`src/rtl/vga_timing_gen.sv`:
```
// -----------------------------------------------------------------------------
// vga_timing_gen
//
// Parametrised raster timing generator for CVT/VESA-style video modes.
// Internal counters (h, v) walk the full raster; each enabled cycle decodes
// sync, display enable and strobes from the current (h, v) and registers them
// together, so every output has the same one-clock latency.
//
// Ports:
//   clk_in       in   1    system clock
//   reset        in   1    synchronous, active-high reset (priority over pix_en)
//   pix_en       in   1    pixel clock enable; raster advances only when high
//   h_sync       out  1    horizontal sync, active level H_POL
//   v_sync       out  1    vertical sync, active level V_POL (line based)
//   display_en   out  1    high while the output pixel is in the active area
//   h_count      out  CW   horizontal coordinate of the output pixel
//   v_count      out  CW   vertical coordinate of the output pixel
//   line_start   out  1    one-clock pulse when h_count becomes 0
//   frame_start  out  1    one-clock pulse when h_count and v_count become 0
//   frame_count  out  FCW  completed-frame counter, wraps modulo 2^FCW
// -----------------------------------------------------------------------------
module vga_timing_gen #(
    parameter int   H_ACTIVE = 640,
    parameter int   H_FP     = 16,
    parameter int   H_SYNC   = 96,
    parameter int   H_BP     = 48,
    parameter int   V_ACTIVE = 480,
    parameter int   V_FP     = 10,
    parameter int   V_SYNC   = 2,
    parameter int   V_BP     = 33,
    parameter logic H_POL    = 1'b0,
    parameter logic V_POL    = 1'b0,
    parameter int   CW       = 12,
    parameter int   FCW      = 16
) (
    input  logic           clk_in,
    input  logic           reset,
    input  logic           pix_en,
    output logic           h_sync,
    output logic           v_sync,
    output logic           display_en,
    output logic [CW-1:0]  h_count,
    output logic [CW-1:0]  v_count,
    output logic           line_start,
    output logic           frame_start,
    output logic [FCW-1:0] frame_count
);

    localparam int H_TOTAL = H_ACTIVE + H_FP + H_SYNC + H_BP;
    localparam int V_TOTAL = V_ACTIVE + V_FP + V_SYNC + V_BP;

    // Region boundaries are one bit wider than the counters so that an end
    // boundary equal to 2^CW (possible when H_TOTAL-1 fills CW bits) is exact.
    localparam logic [CW:0] H_ACT_END = (CW+1)'(H_ACTIVE);
    localparam logic [CW:0] HS_START  = (CW+1)'(H_ACTIVE + H_FP);
    localparam logic [CW:0] HS_END    = (CW+1)'(H_ACTIVE + H_FP + H_SYNC);
    localparam logic [CW:0] V_ACT_END = (CW+1)'(V_ACTIVE);
    localparam logic [CW:0] VS_START  = (CW+1)'(V_ACTIVE + V_FP);
    localparam logic [CW:0] VS_END    = (CW+1)'(V_ACTIVE + V_FP + V_SYNC);

    localparam logic [CW-1:0] H_LAST = CW'(H_TOTAL - 1);
    localparam logic [CW-1:0] V_LAST = CW'(V_TOTAL - 1);

    // Raster position that the next enabled cycle will emit.
    logic [CW-1:0] h_p0;
    logic [CW-1:0] v_p0;
    // Set once the first frame after reset has started; the first frame_start
    // after reset must not count a completed frame.
    logic          first_done;

    logic [CW:0]   h_ext;
    logic [CW:0]   v_ext;
    logic          de_p0;
    logic          hs_p0;
    logic          vs_p0;
    logic          ls_p0;
    logic          fs_p0;
    logic          h_wrap;
    logic [CW-1:0] h_next;
    logic [CW-1:0] v_next;

    // Stage p0: decode outputs and next position from the current (h, v).
    always_comb begin
        h_ext  = {1'b0, h_p0};
        v_ext  = {1'b0, v_p0};
        de_p0  = (h_ext < H_ACT_END) && (v_ext < V_ACT_END);
        hs_p0  = ((h_ext >= HS_START) && (h_ext < HS_END)) ? H_POL : ~H_POL;
        vs_p0  = ((v_ext >= VS_START) && (v_ext < VS_END)) ? V_POL : ~V_POL;
        ls_p0  = (h_p0 == '0);
        fs_p0  = (h_p0 == '0) && (v_p0 == '0);
        h_wrap = (h_p0 == H_LAST);
        h_next = h_wrap ? '0 : h_p0 + CW'(1);
        v_next = v_p0;
        if (h_wrap) begin
            v_next = (v_p0 == V_LAST) ? '0 : v_p0 + CW'(1);
        end
    end

    // Stage p1: register the decoded outputs and advance the raster.
    always_ff @(posedge clk_in) begin
        if (reset) begin
            h_p0        <= '0;
            v_p0        <= '0;
            first_done  <= 1'b0;
            h_sync      <= ~H_POL;
            v_sync      <= ~V_POL;
            display_en  <= 1'b0;
            h_count     <= '0;
            v_count     <= '0;
            line_start  <= 1'b0;
            frame_start <= 1'b0;
            frame_count <= '0;
        end else begin
            // Strobes are single-cycle and never appear in a disabled cycle.
            line_start  <= 1'b0;
            frame_start <= 1'b0;
            if (pix_en) begin
                h_p0        <= h_next;
                v_p0        <= v_next;
                h_sync      <= hs_p0;
                v_sync      <= vs_p0;
                display_en  <= de_p0;
                h_count     <= h_p0;
                v_count     <= v_p0;
                line_start  <= ls_p0;
                frame_start <= fs_p0;
                if (fs_p0) begin
                    first_done <= 1'b1;
                    if (first_done) begin
                        frame_count <= frame_count + FCW'(1);
                    end
                end
            end
        end
    end

endmodule

```
`config.mk`:
```
export PLATFORM = sky130hd
export DESIGN_NAME = vga_timing_gen
export DESIGN_NICKNAME = d
export VERILOG_FILES = /design/src/rtl/vga_timing_gen.sv
export SDC_FILE = /design/constraint.sdc
export NUM_CORES = 1
export LEC_CHECK = 0
export ABC_AREA = 1
export CAP_MARGIN = 15
export CORE_AREA = 10 10 99 101
export CTS_BUF_LIST = sky130_fd_sc_hd__clkbuf_4 sky130_fd_sc_hd__clkbuf_8
export CTS_CLUSTER_DIAMETER = 30
export DETAILED_ROUTE_END_ITERATION = 8
export DIE_AREA = 0 0 109 111
export HOLD_SLACK_MARGIN = 0.06
export MAX_ROUTING_LAYER = met4
export PLACE_DENSITY = 0.67
export SYNTH_ARGS = -nofsm -noshare
export SYNTH_HDL_FRONTEND = slang
export SYNTH_SLANG_ARGS = --single-unit
export TNS_END_PERCENT = 20
```
`constraint.sdc`:
```
create_clock -name clk_in -period 3.75 [get_ports clk_in]
set_input_delay 0.75 -clock clk_in [delete_from_list [all_inputs] [get_ports clk_in]]
set_output_delay 0.75 -clock clk_in [all_outputs]
set_load 0.01 [all_outputs]
```
==> impl_metrics.py <==
metrics = {
    "timing": {
        "maxSlewViolCount": 0,
        "setup_viol": 0,
        "clock_skew_ns": 0.00529,
        "hold_viol_final": 0,
        "fin_crit_ns": 2.18,
        "min_period_over_period": 0.581,
        "grt_setup_unrepaired": "no",
        "fmax_mhz": 459,
        "fin_setup_tns_ns": 0,
        "tightestPinTransition_ns": 0.649,
        "slew_headroom": 0.567,
    },
    "yosys": {
        "ys_async_sr_fraction": 0,
        "synth-edff-count": 0,
        "synth_common_cells": "nand2_1, dfxtp_1, nor2_1",
        "ys_seq_elements": 70,
        "synth_top_family_by_area": "simple AND/OR/NAND/NOR gates",
        "synth_xor_xnor_area_share": 0.0328,
        "synthMuxAreaShare": 0,
        "yosys_most_used_dff": "dfxtp_1",
        "syn_nets": 511,
        "synthMostInstantiatedCell": "nand2_1",
        "synth_cell_types": 34,
        "syn-instance-count": 503,
        "synth_area_leaders": "dfxtp_1, nand2_1, a21oi_1",
        "syn_area_um2": 3470,
        "avgSynthCellArea_um2": 6.91,
        "synth-adder-area-share": 0.0180,
        "yosysSeqAreaShare": 0.403,
        "synth_compound_area_frac": 0.126,
        "synth_top_cell_by_area": "dfxtp_1",
        "synth-simple-area-share": 0.337,
        "yosysTopAreaCellShare": 0.403,
        "ys_warn_count": 0,
    },
    "worst_hold_path": {
        "min_from": "h_count[9]",
        "hp-class": "reg -> reg",
        "whs_endpoint": "h_count[9]",
        "whs_path_depth": 2,
    },
    "critical_path": {
        "cpLargestDelayFamily": "buffers and inverters",
        "crit_chain": "clkdlybuf4s50_1",
        "crit_slowest_cell": "clkdlybuf4s50_1",
        "r2r_slack_ns": 1.95,
        "path_buf_inv": 1,
        "end_kind": "output pin",
        "startpoint": "frame_count[2]",
        "start_kind": "register",
        "rr_worst_depth": 9,
        "arrival_ns": 1.43,
        "cp_max_fo": 7,
        "path_class": "reg -> out",
        "required_ns": 3.00,
        "rr_endpoint": "frame_count[0]",
        "cpPeakStageDelay_ns": 0.60,
        "r2r-start": "h_p0[1]",
    },
    "global_routing": {
        "overflow": 0,
        "grt_usage": 0.155,
        "antenna_found_initial": 0,
        "grt_max_degree": 38,
        "grt_pass1_wl_um": 15200,
        "grt_pass1_vias": 3124,
    },
    "clock_network": {
        "clkTransAtPathRegs_ns": 0.08,
        "cts_resized": 0,
        "h-tree-depth": 3,
        "cts_buffer_depth": 2,
        "cts-root-buf": "clkbuf_8",
        "cts_tree": "yes",
        "postCtsSetupRepairBufs": 0,
        "clock-sinks": 70,
        "ctsHoldBuffers": 0,
        "clock_latency_ns": 0.35,
        "cts_buffers": 9,
    },
    "route": {
        "dr.pass1.iters": 4,
        "vias": 3423,
        "wl_per_cell_um": 13.9,
        "viasPerCell": 5.20,
        "postRouteWirelength_um": 9150,
        "antenna_left": 0,
        "drc": 0,
        "first_iter_violations": 179,
    },
    "place": {
        "place_area_um2": 4010,
        "gp_congestion": 0.918,
        "io_buffers": 47,
        "dpl.cell_count": 642,
        "dp.final_hpwl_um": 6670,
    },
    "final_layout": {
        "diodes": 0,
        "syn2layout_area_growth_pct": 21.1,
        "drive_gt1_frac": 0.0832,
        "layout.nets": 556,
        "fin_area_um2": 4210,
        "fin_cells": 658,
    },
    "floorplanning": {
        "die_h_um": 111,
        "rows": 33,
        "core-area_um2": 7970,
        "die_area_um2": 12100,
        "io_pins": 48,
        "die_w_um": 109,
        "start_util": 0.436,
    },
    "power": {
        "powerDensity_nw_per_um2": 359,
        "total_power_w": 0.00151,
        "p_leak_nw": 1.61,
        "peakVddDrop_mv": 0.187,
    },
    "job": {
        "maxCapViolCount": 0,
    },
    "run_status": {
        "status": "finished, final reports clean",
    },
}
## worst max-delay path by stage
| stage | slack [ns] | cells past startpoint | endpoint |
|---|---|---|---|
| after detailed placement | 1.46 | 6 | v_p0[2] |
| after global routing | 1.55 | 1 | frame_count[2] |
| final | 1.57 | 1 | frame_count[2] |
| after global placement | 1.48 | 6 | v_sync |
| after floorplan | 2.05 | 8 | h_p0[9] |
| after CTS | 1.56 | 1 | frame_count[2] |
## layer usage
layer,track usage,vias up,part of all wire
met3,0.0343,16,0.063
met4,0.0633,0,0.020
met2,0.227,87,0.45
met1,0.200,1577,0.46
li1,-,1743,-
met5,-,-,0
## layout make-up
| type | instances | area (µm²) |
|---|---|---|
| Inverter | 56 | 210 |
| Tap cell | 105 | 131 |
| Timing Repair Buffer | 49 | 480 |
| Clock inverter | 7 | 75.1 |
| Clock buffer | 9 | 124 |
| Fill cell | 762 | 3760 |
| Multi-Input combinational cell | 362 | 1780 |
| Sequential cell | 70 | 1400 |
## metrics by stage
step	worst slack, ns	util	hold slack, ns
after floorplan	2.05	-	0.437
after global placement	1.48	0.503	0.450
after detailed placement	1.46	0.503	0.458
after CTS	1.56	0.528	0.471
after global routing	1.55	0.528	0.501
final	1.57	0.528	0.467
## kinds of logic after synthesis
group           count (synthesis)
simple gates                  260
compound gates                 84
buf+inv                        71
flops                          70
xor+xnor                       13
fa+ha+maj                       5
## cell usage in the layout (no fill, tap or decap), types with 2 or more instances in the layout
cell / count
a211oi_1: 3
a21oi_1: 47
buf_4: 2
clkbuf_8: 9
clkdlybuf4s50_1: 46
clkinv_4: 2
clkinvlp_4: 3
dfxtp_1: 70
ha_1: 5
inv_1: 45
inv_2: 10
nand2_1: 113
nand2_2: 4
nand3_1: 44
nand4_1: 13
nor2_1: 56
nor2_2: 5
nor2_4: 4
nor3_1: 12
nor4_1: 4
o21ai_0: 28
o21ai_1: 2
xnor2_1: 2
xor2_1: 11
## registers in the layout, indices dropped and copies added (netlist names)
name         count
first_done       1
h_p0            12
frame_count     16
v_p0            12
display_en       1
h_count         12
h_sync           1
line_start       1
v_count         12
frame_start      1
v_sync           1
## power breakdown
group | internal, W | total [W] | switching [W]
clock | 0.000308 | 0.000617 | 0.000310
combinational | 0.0000485 | 0.000120 | 0.0000714
sequential | 0.000762 | 0.000772 | 0.0000108
Power figures use the tool's default switching activity.
==> RTL edit, RTL diff (same flow settings) <==
Change the parameter `V_POL` from 1'b0 to 1'b1.
--- a/src/rtl/vga_timing_gen.sv
+++ b/src/rtl/vga_timing_gen.sv
@@ -30,5 +30,5 @@
     parameter int   V_BP     = 33,
     parameter logic H_POL    = 1'b0,
-    parameter logic V_POL    = 1'b0,
+    parameter logic V_POL    = 1'b1,
     parameter int   CW       = 12,
     parameter int   FCW      = 16
Check against the original RTL: not equivalent (Yosys sat finds a counterexample within 4 cycles, from zero or initial values and one cycle with reset high).
==> RTL edit against the original RTL <==
Power rose by 9.9%; sequential cell count did not move; clock power rose by 24%; setup slack got worse by 0.0011 ns; hold slack improved by 0.012 ns; final area barely moved; sequential share of layout area barely moved; routed wire length fell by 3.2%; synthesized area fell by 1.4%; critical path type is now input pin to register.
==> RTL edit: results (changes against the original RTL) <==
Timing
  • Hold_ws: 0.479 ns (was 0.467 ns)
  • Slew at the pin closest to its max-slew limit: 0.633 ns (was 0.649 ns)
  • Min Clock Period, post-route: 2.18 ns (about the same)

Routing
  • Via count: 3321 (was 3423)
  • WL met2: 4.07 mm (was 4.14 mm)
  • WL final: 8.85 mm (was 9.15 mm)

GRT
  • M1 GR Usage: 0.188 (was 0.200)
  • First-pass GRT wire length: 14.9 mm (was 15.2 mm)

Critical path
  • Critical path's largest stage delay: 0.35 ns (was 0.60 ns)
  • R2R setup slack: 1.86 ns (was 1.95 ns)

Place
  • Detail Placement HPWL: 6.57 mm (was 6.67 mm)
  • Post-DP Area: 0.00395 sq mm (was 0.00401 sq mm)

Synthesis
  • Register area share after synthesis: 0.409 (was 0.403)
  • Adder-Cell Fraction of Synth Area: 0.0183 (was 0.0180)
  • Synth area leaders: dfxtp_1 41%, nand2_1 13%, a21oi_1 7.6% (was dfxtp_1 40%, nand2_1 12%, a21oi_1 6.8%)
  • Mean Syn Cell Area: 6.87 sq um (was 6.91 sq um)
  • Syn nets: 507 (was 511)
  • Commonest cells in the netlist: 116 x nand2_1, 70 x dfxtp_1, 52 x a21oi_1, 52 x nor2_1, 51 x inv_1 (was 113 x nand2_1, 70 x dfxtp_1, 56 x nor2_1, 47 x a21oi_1, 45 x inv_1)

Finish
  • Buffering overhead: 0.114 (about the same)
  • Share of layout cells above drive strength 1: 0.0620 (was 0.0832)
  • Final net count: 551 (was 556)
  • Fillers: 768 (was 762)
  • Clkbuf count: 11 (was 9)

Run status
  • Outcome: completed (unchanged)

Pwr
  • Pwr dens: 394 mW/mm^2 (was 359 mW/mm^2)
==> RTL edit: changes by cell type in the layout (fill, tap and decap cells not counted), sizes merged, moves of 2 or more <==
cell / unedited run / this run
clkinv: 4 / 1
a21oi: 48 / 52
nand4: 14 / 11
clkbuf: 9 / 11
nor2: 65 / 58
bufinv: 1 / 3
nand2: 118 / 120
nor3: 12 / 17
xor2: 11 / 9
o21ai: 30 / 28
==> RTL edit: worst min-delay path, stage by stage, from the launching register on <==
cell     delay [ns]
dfxtp_1        0.32
nand2_1        0.06
a21oi_1        0.05
==> RTL edit: where the power goes <==
group | internal (mW) | leakage [nW] | switching (mW) | total, mW
clock network | 0.478 | 0.122 | 0.288 | 0.766
registers | 0.762 | 0.570 | 0.0111 | 0.774
logic | 0.0487 | 0.929 | 0.0704 | 0.119
